**config.mk**
```make
export PLATFORM = sky130hd
export DESIGN_NAME = bsg_hash_bank_arb
export DESIGN_NICKNAME = d
export VERILOG_FILES = /design/src/rtl/bsg_hash_bank_arb.sv
export SDC_FILE = /design/constraint.sdc
export NUM_CORES = 1
export LEC_CHECK = 0
export CORE_MARGIN = 8
export CORE_UTILIZATION = 49
export CTS_CLUSTER_DIAMETER = 120
export DETAILED_ROUTE_END_ITERATION = 8
export HOLD_SLACK_MARGIN = 0.1
export PLACE_DENSITY = 0.95
export SLEW_MARGIN = 30
export SYNTH_ARGS = -nofsm -noshare
export SYNTH_HDL_FRONTEND = slang
export SYNTH_SLANG_ARGS = --single-unit
```
**constraint.sdc**
```tcl
create_clock -name clk_i -period 2.52 [get_ports clk_i]
set_input_delay 0.504 -clock clk_i [delete_from_list [all_inputs] [get_ports clk_i]]
set_output_delay 0.504 -clock clk_i [all_outputs]
set_load 0.005 [all_outputs]
```
**src/rtl/bsg_hash_bank_arb.sv**
```systemverilog
// ---------------------------------------------------------------------------
// | Module : bsg_hash_bank_arb                                              |
// | Hashes each requester address to (bank, index), arbitrates round-robin  |
// | per bank, and holds each winner in a one-entry register per bank.       |
// | Revision: 1.0                                                           |
// ---------------------------------------------------------------------------
`default_nettype none

package bsg_hash_bank_pkg;

  // Bank hash for banks = 2^n * (2^m - 1).
  // The low n address bits select among the power-of-two copies. The
  // remaining bits are consumed m at a time from the top. A chunk that is not
  // all-ones names the bank, and the bits below it form the index, offset by
  // the entries already used on earlier levels. An all-ones chunk spills to
  // the next level down. Leftover bits narrower than m name the bank
  // directly. With no bits left at all, the entry lands in bank 0.
  function automatic int hash_f(input int addr, input int banks, input int width,
                                input logic want_bank);
    int   n, odd, m, ones, low, a, hw, rem, offset, bank, idx, chunk;
    logic done;
    n = 0;
    for (int i = 0; i < 31; i++)
      if ((n == i) && (((banks >> i) & 1) == 0)) n = i + 1;
    odd    = banks >> n;
    m      = $clog2(odd + 1);
    ones   = (1 << m) - 1;
    low    = addr & ((1 << n) - 1);
    a      = addr >> n;
    hw     = width - n;
    bank   = 0;
    idx    = 0;
    offset = 0;
    done   = 1'b0;
    // A single odd bank: the upper bits are the index as-is
    if (m <= 1) begin
      idx  = a;
      done = 1'b1;
    end
    for (int k = 0; k <= 32; k++) begin
      if (!done) begin
        rem = hw - m * k;
        if (rem >= m) begin
          chunk = (a >> (rem - m)) & ones;
          if (chunk != ones) begin
            bank = chunk;
            idx  = offset + (a & ((1 << (rem - m)) - 1));
            done = 1'b1;
          end else begin
            offset = offset + (1 << (rem - m));
          end
        end else begin
          bank = a & ((1 << rem) - 1);
          idx  = offset;
          done = 1'b1;
        end
      end
    end
    bank = (bank << n) | low;
    return want_bank ? bank : idx;
  endfunction

  // The all-ones address always yields the largest index, so it sizes the
  // index field
  function automatic int index_width_f(input int banks, input int width);
    int idx_max;
    idx_max = hash_f((1 << width) - 1, banks, width, 1'b0);
    return (idx_max > 0) ? $clog2(idx_max + 1) : 1;
  endfunction

  // True when banks has the form 2^n * (2^m - 1) and the address is wide
  // enough to hold the power-of-two bank bits
  function automatic logic supported_f(input int banks, input int width);
    int n, odd;
    if (banks < 1 || width < 1 || width > 30) return 1'b0;
    n = 0;
    for (int i = 0; i < 31; i++)
      if ((n == i) && (((banks >> i) & 1) == 0)) n = i + 1;
    odd = banks >> n;
    return (((odd + 1) & odd) == 0) && (width >= n);
  endfunction

endpackage

module bsg_hash_bank_arb #(
  parameter  int els_p          = 2,
  parameter  int banks_p        = 3,
  parameter  int width_p        = 4,
  parameter  int data_width_p   = 32,
  localparam int index_width_lp = bsg_hash_bank_pkg::index_width_f(banks_p, width_p),
  localparam int lg_els_lp      = (els_p > 1) ? $clog2(els_p) : 1
) (
  input  logic                                clk_i,
  input  logic                                reset_n_i,
  input  logic [els_p-1:0]                    v_i,
  input  logic [els_p*width_p-1:0]            addr_i,
  input  logic [els_p*data_width_p-1:0]       data_i,
  output logic [els_p-1:0]                    ready_o,
  output logic [banks_p-1:0]                  v_o,
  output logic [banks_p*index_width_lp-1:0]   index_o,
  output logic [banks_p*data_width_p-1:0]     data_o,
  output logic [banks_p*lg_els_lp-1:0]        src_id_o,
  input  logic [banks_p-1:0]                  ready_i
);

  localparam int lg_banks_lp = (banks_p > 1) ? $clog2(banks_p) : 1;

  if (!bsg_hash_bank_pkg::supported_f(banks_p, width_p) || els_p < 1) begin : g_bad_params
    $error("bsg_hash_bank_arb: banks_p=%0d / width_p=%0d / els_p=%0d not supported",
           banks_p, width_p, els_p);
  end

  logic [lg_banks_lp-1:0]    req_bank  [els_p];
  logic [index_width_lp-1:0] req_index [els_p];
  logic [data_width_p-1:0]   req_data  [els_p];

  logic                      can_load  [banks_p];
  logic                      grant     [banks_p];
  logic [lg_els_lp-1:0]      winner    [banks_p];

  logic                      slot_v    [banks_p];
  logic [index_width_lp-1:0] slot_index[banks_p];
  logic [data_width_p-1:0]   slot_data [banks_p];
  logic [lg_els_lp-1:0]      slot_src  [banks_p];
  logic [lg_els_lp-1:0]      ptr       [banks_p];

  // Hash every requester's address and unpack its payload
  always_comb begin
    int a;
    for (int r = 0; r < els_p; r++) begin
      a            = int'(addr_i[r*width_p +: width_p]);
      req_bank[r]  = lg_banks_lp'(bsg_hash_bank_pkg::hash_f(a, banks_p, width_p, 1'b1));
      req_index[r] = index_width_lp'(bsg_hash_bank_pkg::hash_f(a, banks_p, width_p, 1'b0));
      req_data[r]  = data_i[r*data_width_p +: data_width_p];
    end
  end

  // Per-bank round-robin: scan from ptr+1 upward, wrapping, for the first
  // valid requester that hashes to this bank
  always_comb begin
    int cand;
    for (int b = 0; b < banks_p; b++) begin
      can_load[b] = reset_n_i && (!slot_v[b] || ready_i[b]);
      grant[b]    = 1'b0;
      winner[b]   = '0;
      for (int k = 1; k <= els_p; k++) begin
        cand = int'(ptr[b]) + k;
        if (cand >= els_p) cand = cand - els_p;
        if (!grant[b] && v_i[cand] && (req_bank[cand] == lg_banks_lp'(b))) begin
          grant[b]  = 1'b1;
          winner[b] = lg_els_lp'(cand);
        end
      end
      grant[b] = grant[b] && can_load[b];
    end
  end

  // A requester hashes to one bank only, so ready_o is the OR of the grants
  always_comb begin
    ready_o = '0;
    for (int b = 0; b < banks_p; b++)
      if (grant[b]) ready_o[winner[b]] = 1'b1;
  end

  // Output slots and arbiter pointers; a load may coincide with a dequeue
  always_ff @(posedge clk_i or negedge reset_n_i) begin
    if (!reset_n_i) begin
      for (int b = 0; b < banks_p; b++) begin
        slot_v[b]     <= 1'b0;
        slot_index[b] <= '0;
        slot_data[b]  <= '0;
        slot_src[b]   <= '0;
        ptr[b]        <= lg_els_lp'(els_p - 1);
      end
    end else begin
      for (int b = 0; b < banks_p; b++) begin
        if (grant[b]) begin
          slot_v[b]     <= 1'b1;
          slot_index[b] <= req_index[winner[b]];
          slot_data[b]  <= req_data[winner[b]];
          slot_src[b]   <= winner[b];
          ptr[b]        <= winner[b];
        end else if (ready_i[b]) begin
          slot_v[b]     <= 1'b0;
        end
      end
    end
  end

  for (genvar b = 0; b < banks_p; b++) begin : g_bank_out
    assign v_o[b]                                      = slot_v[b];
    assign index_o[b*index_width_lp +: index_width_lp] = slot_index[b];
    assign data_o[b*data_width_p +: data_width_p]      = slot_data[b];
    assign src_id_o[b*lg_els_lp +: lg_els_lp]          = slot_src[b];
  end

endmodule

`default_nettype wire
```
Word level (Yosys, flattened, before mapping)
Index checks and enable logic that the tools add are counted.

word-level totals
  flip-flop bits (word level) = 114
  latch bits = 0
  RAM bits = 0
  ROM bits = 0
  input bits = 79
  output and inout bits = 113
  logic and storage cells = 222
  memories = 0

cells by class
  $add $sub $neg = 14
  multipliers = 0
  div/mod/pow operators = 0
  magnitude comparators = 27
  equal/unequal tests = 8
  shift operators = 0
  muxes and demuxes = 115
  bitwise gates (word level) = 11
  reduce and logical (&&, ||, !) cells = 32

operators with widths
  operator             number
  $mux 32              15
  $ge 32x2->1 const B  6
  $lt 32x3->1 const B  6
  $not 32->32          6
  $mux 3               21
  $mux 2               31
  $mux 1               45
  $logic_and 1x1->1    18
  $ge 2x2->1 const B   6
  $sub 3x2->4 const B  3
  $add 1x2->3 const B  3
  $ge 3x2->1 const B   3
  $sub 2x2->3 const B  3
  $ne 2x1->1 const B   4
  $add 1x1->2 const B  3
  $add 3x1->3 const B  2
  $logic_not 1->1      6
  $lt 1x2->1 const B   3
  $not 1->2            3
  $reduce_bool 2->1    3
  $eq 2x1->1 const B   2
  $eq 2x2->1 const B   2
  $logic_not 2->1      2
  $or 2x2->2           2
  3 further kinds      9

Longest topological paths before layout
Gate-level depths: netlist of run 1.

  depth after elaboration = 24
  gate-level depth with buffers = 7
  mapped depth without buffers = 4

Worst setup path after synthesis of run 1
OpenSTA, ideal clock, no wires.

  path kind = input -> output
  from = in addr_i[4]
  to = out ready_o[1]
  arrival = 1.580 ns
  data required time = 2.016 ns
  slack = 0.436 ns
  stages on the path = 6
  buffers on the path = 2
  cells stage by stage = nand2b_1 a2111o_1 a21o_1 buf_2 buf_6 nand3_1

between the ends
  cells in the longest elaborated chain, start to end = 23
  elaborated cells between the ends (all ways) = 77
  those cells by class = order compare: 6; eq/ne: 5; mux: 44; bitwise: 2; reduce/logical: 20

RTL lines
  element                                    line  RTL
  start, declared                            96    input logic [els_p*width_p-1:0] addr_i,
  $ne 2x1->1                                 45    if (chunk != ones) begin
  $mux 2 or $mux 1 (tied branches)           45
  $mux 2 or $mux 1 (tied branches)           41    if (!done) begin
  $mux 2 (*)                                 41
  $mux 2 (not written as such) (3 in a row)  149   if (!grant[b] && v_i[cand] && (req_bank[cand] == lg_banks_lp'(b))) begin
  $logic_not 2->1                            149
  $logic_and 1x1->1                          149
  $mux 1                                     149
  [5 not listed]                             -
  $logic_and 1x1->1 (not written as such)    162   if (grant[b]) ready_o[winner[b]] = 1'b1;
  $mux 1 (not written as such)               162
  $demux 1 s1                                162
  $mux 2                                     162
  $or 2x2->2 (no line)                       -
  $mux 2                                     162
  $or 2x2->2 (no line)                       -
  $mux 2 (*)                                 162
  end, declared                              98    output logic [els_p-1:0] ready_o,

Every way passes the cells marked *; elsewhere a longest branch is shown, timed or not. The select of a mux whose other input is x is not followed.

Final worst setup path of run 1
  from = reg slot_v (netlist bit v_o[1])
  to = reg slot_src (netlist bit src_id_o[1])

between the ends
  cells in the longest elaborated chain, start to end = 4

RTL lines
  element                          line  RTL
  start, declared                  121   logic slot_v [banks_p];
  start signal, assigned by index  169   slot_v[b] <= 1'b0;
  start signal, assigned by index  178   slot_v[b] <= 1'b1;
  start signal, assigned by index  184   slot_v[b] <= 1'b0;
  $logic_not 1->1                  143   can_load[b] = reset_n_i && (!slot_v[b] || ready_i[b]);
  $logic_or 1x1->1                 143
  $logic_and 1x1->1                143
  $logic_and 1x1->1                154   grant[b] = grant[b] && can_load[b];
  end signal, assigned by index    181   slot_src[b] <= winner[b];
  end, declared                    124   logic [lg_els_lp-1:0] slot_src [banks_p];

Every way passes these cells.
A chain may end at the register's enable or synchronous reset.

==> metrics.cfg, run 1 <==
[detailed_routing]
route.vias.total=5907
drc=0
vias_per_cell=6.41
postRouteAntennaNets=0
first_pass_iters=6
drt_iter0_drc=836
wirelength_um=22000
wire_per_inst_um=23.9

[floorplanning]
die_w_um=123
start_util_pct=49.6
die_h_um=123
core-area_um2=11300
dieArea_um2=15100
num_io_pins=192
rows=39

[power]
p_sw_share_pct=28.8
combPwrFrac_pct=30.6
clock_power_share_pct=31.0
switching_power_mw=1.95
cell_internal_pwr_mw=4.82
p_per_area_nw_per_um2=797
p_seq_share_pct=38.4
leakagePower_nw=3.88
ir_worst_vdd_uv=676

[synth]
synth_cell_type_count=38
synth_compound_area_share_pct=22.5
synth_top_area_share_pct=49.7
synth_area_leaders=dfrtp_1 50%, o221ai_1 11%, inv_1 7.3%
netlist_instances=545
syn_nets=624
synth_warnings=0
synth-seq-cells=114
muxShareOfSynthArea_pct=0
synth_xor_area_share_pct=0.157
postSynthAreaPerCell_um2=10.2
synth_seq_area_share_pct=51.1
syn_area_um2=5590
synth_top_cell_by_area=dfrtp_1
synth_top_family_by_area=compound AO/OA/AOI/OAI gates
synth-simple-area-share_pct=14.3
synth_fa_ha_area_share_pct=0

[timing]
rsz0062_at_grt=false
fin_crit_sh_pct=97.8
worst_pin_slew_ns=0.663
timing.final.crit_period_ns=2.46
setup_viol=0
maxSlewHeadroom_pct=55.8
slew_viol_final=0
skew_ns=0.00877
hold_violations=0
fmax_ghz=0.406
whs_ns=0.202

[clock_tree]
cts-root-buf=clkbuf_16
cts_sinks=114
insertion_delay_ns=0.41
cts.clk_slew.worst_paths_ns=0.05
cts_hold_buf=0
h-tree-depth=4
cts_buffer_depth=2
tritoncts=yes
cts_made_buffers=17

[final_layout]
final_cell_mix=177 x clkdlybuf4s50_1, 111 x dfrtp_1, 108 x inv_1, 73 x o221ai_1, 52 x buf_4
layout-drive-gt1-share_pct=14.0
seq_area_um2=2860
layout_commonest_cell=clkdlybuf4s50_1
final_core_util_pct=75.4
nets=845
n_fill_cell=720
multi_input_area_um2=2160
syn2layout_area_growth_pct=52.1
n_antenna_cell=0

[setup_path]
critPathRequiredTime_ns=2.82
critPathMaxFanout=2
endpoint_kind=flip-flop
critPathKind=flip-flop to flip-flop
r2r_start=v_o[1]
reg2regPathDepth=14
reg2reg_slack_ns=0.06
crit-reg2reg-capture=src_id_o[1]
start_kind=flip-flop
cp.arrival_ns=2.76

[global_routing]
antenna_found_initial=1
gr-total-overflow=0
grtUsageTotal_pct=29.7
grt_pass1_wl_um=34600
grt_max_degree=121
grt_pass1_vias=6438

[flow_run]
drv_cap=0

[placement]
dp_hpwl_um=14100
io_buffer_count=191
gp_congestion=0.888

[status]
status=finished clean

[min_path]
hp-class=primary input to asynchronous set/reset pin

-- how the worst max path moves through the flow --
stage,endpoint,startpoint,slack (ns),depth (start not counted)
finish,src_id_o[1],v_o[1],0.06,14
global route,src_id_o[1],v_o[1],0.006,14
CTS,src_id_o[1],ready_i[1],-0.005,16
detailed placement,ready_o[1],addr_i[5],-0.38,6
global placement,ready_o[0],v_i[0],-0.31,6
floorplan,ready_o[1],addr_i[4],0.44,6
-- timing repair --
action | in CTS | in global routing
endpoints found under the setup margin | 2 | 3
setup buffers | 12 | 4
pin swaps | 2 | 2
gates cloned | 0 | 0
gates resized for setup | 22 | 13
-- Yosys cell counts --
library cell and count:
nor3b_1 2, a2111o_1 1, o21ai_0 4, nand2_4 1, dfstp_2 3, a41oi_1 1, a21oi_1 4, xnor2_1 1
nor2b_1 3, clkbuf_1 18, and3_1 32, a21o_1 1, nand2b_1 6, a2111oi_1 1, nor4b_1 1, o211ai_2 1
buf_6 7, a211o_1 3, o21a_1 7, a2111oi_4 2, nor2_1 1, nand2b_4 1, o211ai_1 1, a21boi_0 1
and2_2 1, a221o_2 2, a41oi_2 1, a41o_1 2, a221o_1 30, and2_1 3, o221ai_1 73, inv_1 108
o211a_1 2, nand4_1 35, nand3_1 41, nand2_1 11, dfrtp_1 111, buf_2 22
-- metrics by stage --
step	instance area, um2	worst slack (ns)	power, mW	instances	setup TNS (ns)
after floorplan	5590	0.436	3.20	545	0
after global placement	7830	-0.310	4.55	875	-5.63
after detailed placement	7830	-0.378	4.64	875	-8.53
after CTS	8480	-0.00502	6.77	918	-0.00873
after global routing	8500	0.00556	7.06	921	0
final	8500	0.0565	6.77	921	0
-- sequential cells by signal, summed over array words and instances, names as in the netlist --
signal and count:
index_o 9, v_o 3, ptr 3, src_id_o 3, data_o 96
-- layout make-up --
class / count / share of cell area (%)
repair buffers: 249 / 28.1
multi-input cells: 276 / 25.4
clock buffers: 25 / 5.60
inverters: 108 / 4.77
flip-flops and latches: 114 / 33.6
well taps: 143 / 2.11
clock inverters: 6 / 0.383
-- kinds of logic after synthesis --
logic type             after synthesis
AO/OA/AOI/OAI                      137
XOR/XNOR                             1
AND/OR/NAND/NOR                    138
flip-flops                         114
buffers and inverters              155
-- power by group through the flow --
| stage | clock, mW | combinational (mW) | sequential (mW) |
|---|---|---|---|
| 2_1_floorplan | 0 | 0.616 | 2.59 |
| 3_3_place_gp | 0 | 1.96 | 2.59 |
| 3_5_place_dp | 0 | 2.04 | 2.60 |
| 4_1_cts | 2.12 | 2.07 | 2.58 |
| 5_1_grt | 2.20 | 2.21 | 2.64 |
| 6_report | 2.10 | 2.07 | 2.60 |
-- per-layer routing --
metal,wire (um),vias up,GRT usage (%)
li1,-,2475,-
met1,7910,2880,34.2
met2,10600,460,47.3
met3,2510,90,8.65
met4,986,2,20.3
met5,13,-,0
-- worst max-delay path, cell delays in order (launching register included) --
cell and delay, ns:
dfrtp_1 0.38, nor2b_4 0.14, a2111oi_4 0.35, nand2_1 0.13, buf_4 0.15, buf_4 0.12, buf_4 0.12, buf_4 0.13
buf_4 0.12, buf_4 0.12, buf_4 0.12, buf_4 0.12, buf_4 0.13, buf_4 0.13, o21a_1 0.09
(Power assumes the default switching activity.)
==> inputs of run 2 (changes only) <==
--- a/config.mk
+++ b/config.mk
@@ -6,7 +6,7 @@
 export NUM_CORES = 1
 export LEC_CHECK = 0
 export CORE_MARGIN = 8
-export CORE_UTILIZATION = 49
+export CORE_UTILIZATION = 48
 export CTS_CLUSTER_DIAMETER = 120
 export DETAILED_ROUTE_END_ITERATION = 8
 export HOLD_SLACK_MARGIN = 0.1
==> run 2 against run 1 <==
Compared with the run above:
- global-route usage decreased by 1.1 points
- sequential power about the same
- setup slack got worse by 0.032 ns
- die area increased by 1.8%
- critical path type is now primary input to output pin
- largest power group unchanged
- wire length increased by 0.65%
- clock power increased by 5%
- fmax decreased by 1.3%
- via count decreased by 1.2%
- first-iteration DRC count decreased by 9.7%
- clock-buffer cell count decreased by 1
==> metrics.cfg, run 2 (synthesized netlist as in run 1, its figures left out) <==
[status]
status=finished clean

[detailed_routing]
vias_per_cell=6.43
postRouteAntennaNets=0
drc=0
wirelength_um=22100
drt_iter0_drc=755
first_pass_iters=6
wire_per_inst_um=24.4
route.vias.total=5834

[clock_tree]
h-tree-depth=4
cts_sinks=114
insertion_delay_ns=0.41
tritoncts=yes
cts-root-buf=clkbuf_16
cts_hold_buf=0
cts_buffer_depth=2
cts_made_buffers=17
cts.clk_slew.worst_paths_ns=0.05

[power]
switching_power_mw=1.98
p_per_area_nw_per_um2=818
ir_worst_vdd_uv=493
clock_power_share_pct=32.0
p_seq_share_pct=38.2
combPwrFrac_pct=29.8
leakagePower_nw=3.85
p_sw_share_pct=28.7
cell_internal_pwr_mw=4.90

[placement]
gp_congestion=0.943
dp_hpwl_um=14700
place_area_um2=7790
io_buffer_count=191

[floorplanning]
num_io_pins=192
dieArea_um2=15300
die_h_um=124
start_util_pct=49.1
rows=39
die_w_um=124
core-area_um2=11400

[final_layout]
final_cell_mix=180 x clkdlybuf4s50_1, 111 x dfrtp_1, 108 x inv_1, 73 x o221ai_1, 43 x buf_4
fin_area_um2=8410
n_antenna_cell=0
largest_register_ffs=96
n_fill_cell=788
layout_commonest_cell=clkdlybuf4s50_1
nets=833
syn2layout_area_growth_pct=50.6
layout-drive-gt1-share_pct=12.7

[timing]
fmax_ghz=0.401
skew_ns=0.00994
setup_viol=0
timing.final.crit_period_ns=2.50
tns_ns=0
fin_crit_sh_pct=99.0
slew_viol_final=0
rsz0062_at_grt=true
worst_pin_slew_ns=0.848
maxSlewHeadroom_pct=43.4
hold_violations=0

[setup_path]
crit-reg2reg-capture=data_o[49]
r2r_start=v_o[1]
critPathKind=primary input to output pin
critPathRequiredTime_ns=2.02
reg2reg_slack_ns=0.52
reg2regPathDepth=7
start_kind=primary input
setup.worst_path.start=addr_i[5]
cp.arrival_ns=1.99
endpoint=ready_o[0]
critPathMaxFanout=3
endpoint_kind=output pin

[min_path]
hp-class=primary input to asynchronous set/reset pin

[global_routing]
grt_max_degree=69
gr-total-overflow=0
antenna_found_initial=0
grt_pass1_vias=6275
grt_pass1_wl_um=33900
grtUsageTotal_pct=28.7

[flow_run]
drv_cap=0

==> run 2: changes by cell type in the layout (fill, tap and decap cells not counted), moves of 2 or more <==
cell,delta
buf_4,-9
nand3_1,-2
dlygate4sd2_1,-2
clkbuf_2,-4
dlymetal6s2s_1,+2
nand3_2,+2
clkdlybuf4s50_1,+3
buf_12,-4
==> run 2: layer usage <==
metal / routed length, um / track usage, % / share of wire, %
met1: 8040 / 32.9 / 36
met2: 11000 / 49.0 / 50
met3: 2370 / 8.02 / 11
met4: 744 / 13.0 / 3.4
met5: 0 / 0 / 0
==> run 2: worst min path at each step <==
stage	startpoint	end	slack, ns	depth (start not counted)
floorplan	reset_n_i	data_o[0]	0.21	0
global placement	src_id_o[0]	src_id_o[0]	0.48	1
detailed placement	src_id_o[2]	src_id_o[2]	0.49	1
CTS	reset_n_i	data_o[51]	0.32	2
global route	reset_n_i	data_o[22]	0.38	2
finish	reset_n_i	data_o[22]	0.31	2
==> run 2: through the flow <==
| stage | utilization, % | setup WS [ns] | instances | total power, mW | hold slack, ns |
|---|---|---|---|---|---|
| finish | 74.0 | 0.0248 | 908 | 6.88 | 0.311 |
| global route | 74.0 | -0.0202 | 908 | 7.15 | 0.379 |
| floorplan | - | 0.436 | 545 | 3.20 | 0.208 |
| detailed placement | 68.6 | -0.356 | 877 | 4.66 | 0.492 |
| global placement | 68.6 | -0.357 | 877 | 4.56 | 0.483 |
| CTS | 73.6 | 0.00626 | 908 | 6.87 | 0.325 |
==> run 2: what timing repair did <==
item,4_1_cts,5_1_grt
hold endpoints to repair,0,0
resized for setup,19,11
setup buffers,1,0
endpoints found under the setup margin,2,3
pin swaps,2,3
==> run 2: power groups by stage <==
stage | combinational, mW | clock (mW) | sequential [mW]
floorplan | 0.616 | 0 | 2.59
global placement | 1.95 | 0 | 2.61
detailed placement | 2.03 | 0 | 2.62
CTS | 2.05 | 2.21 | 2.61
global route | 2.19 | 2.29 | 2.66
finish | 2.05 | 2.20 | 2.63
==> run 2: critical path, stage by stage <==
cell	delay, ns
clkdlybuf4s50_1	0.44
nand2b_4	0.17
buf_4	0.14
a211o_1	0.31
nand2_1	0.12
nand3_2	0.09
clkdlybuf4s15_2	0.21
==> run 2: cell type report <==
type                    count  area [um2]  area share [%]
flip-flops and latches    114        2860            34.0
repair buffers            237        2280            27.1
multi-input cells         276        2160            25.7
clock buffers              24         472            5.61
inverters                 108         405            4.82
well taps                 143         179            2.13
clock inverters             6        57.6           0.684
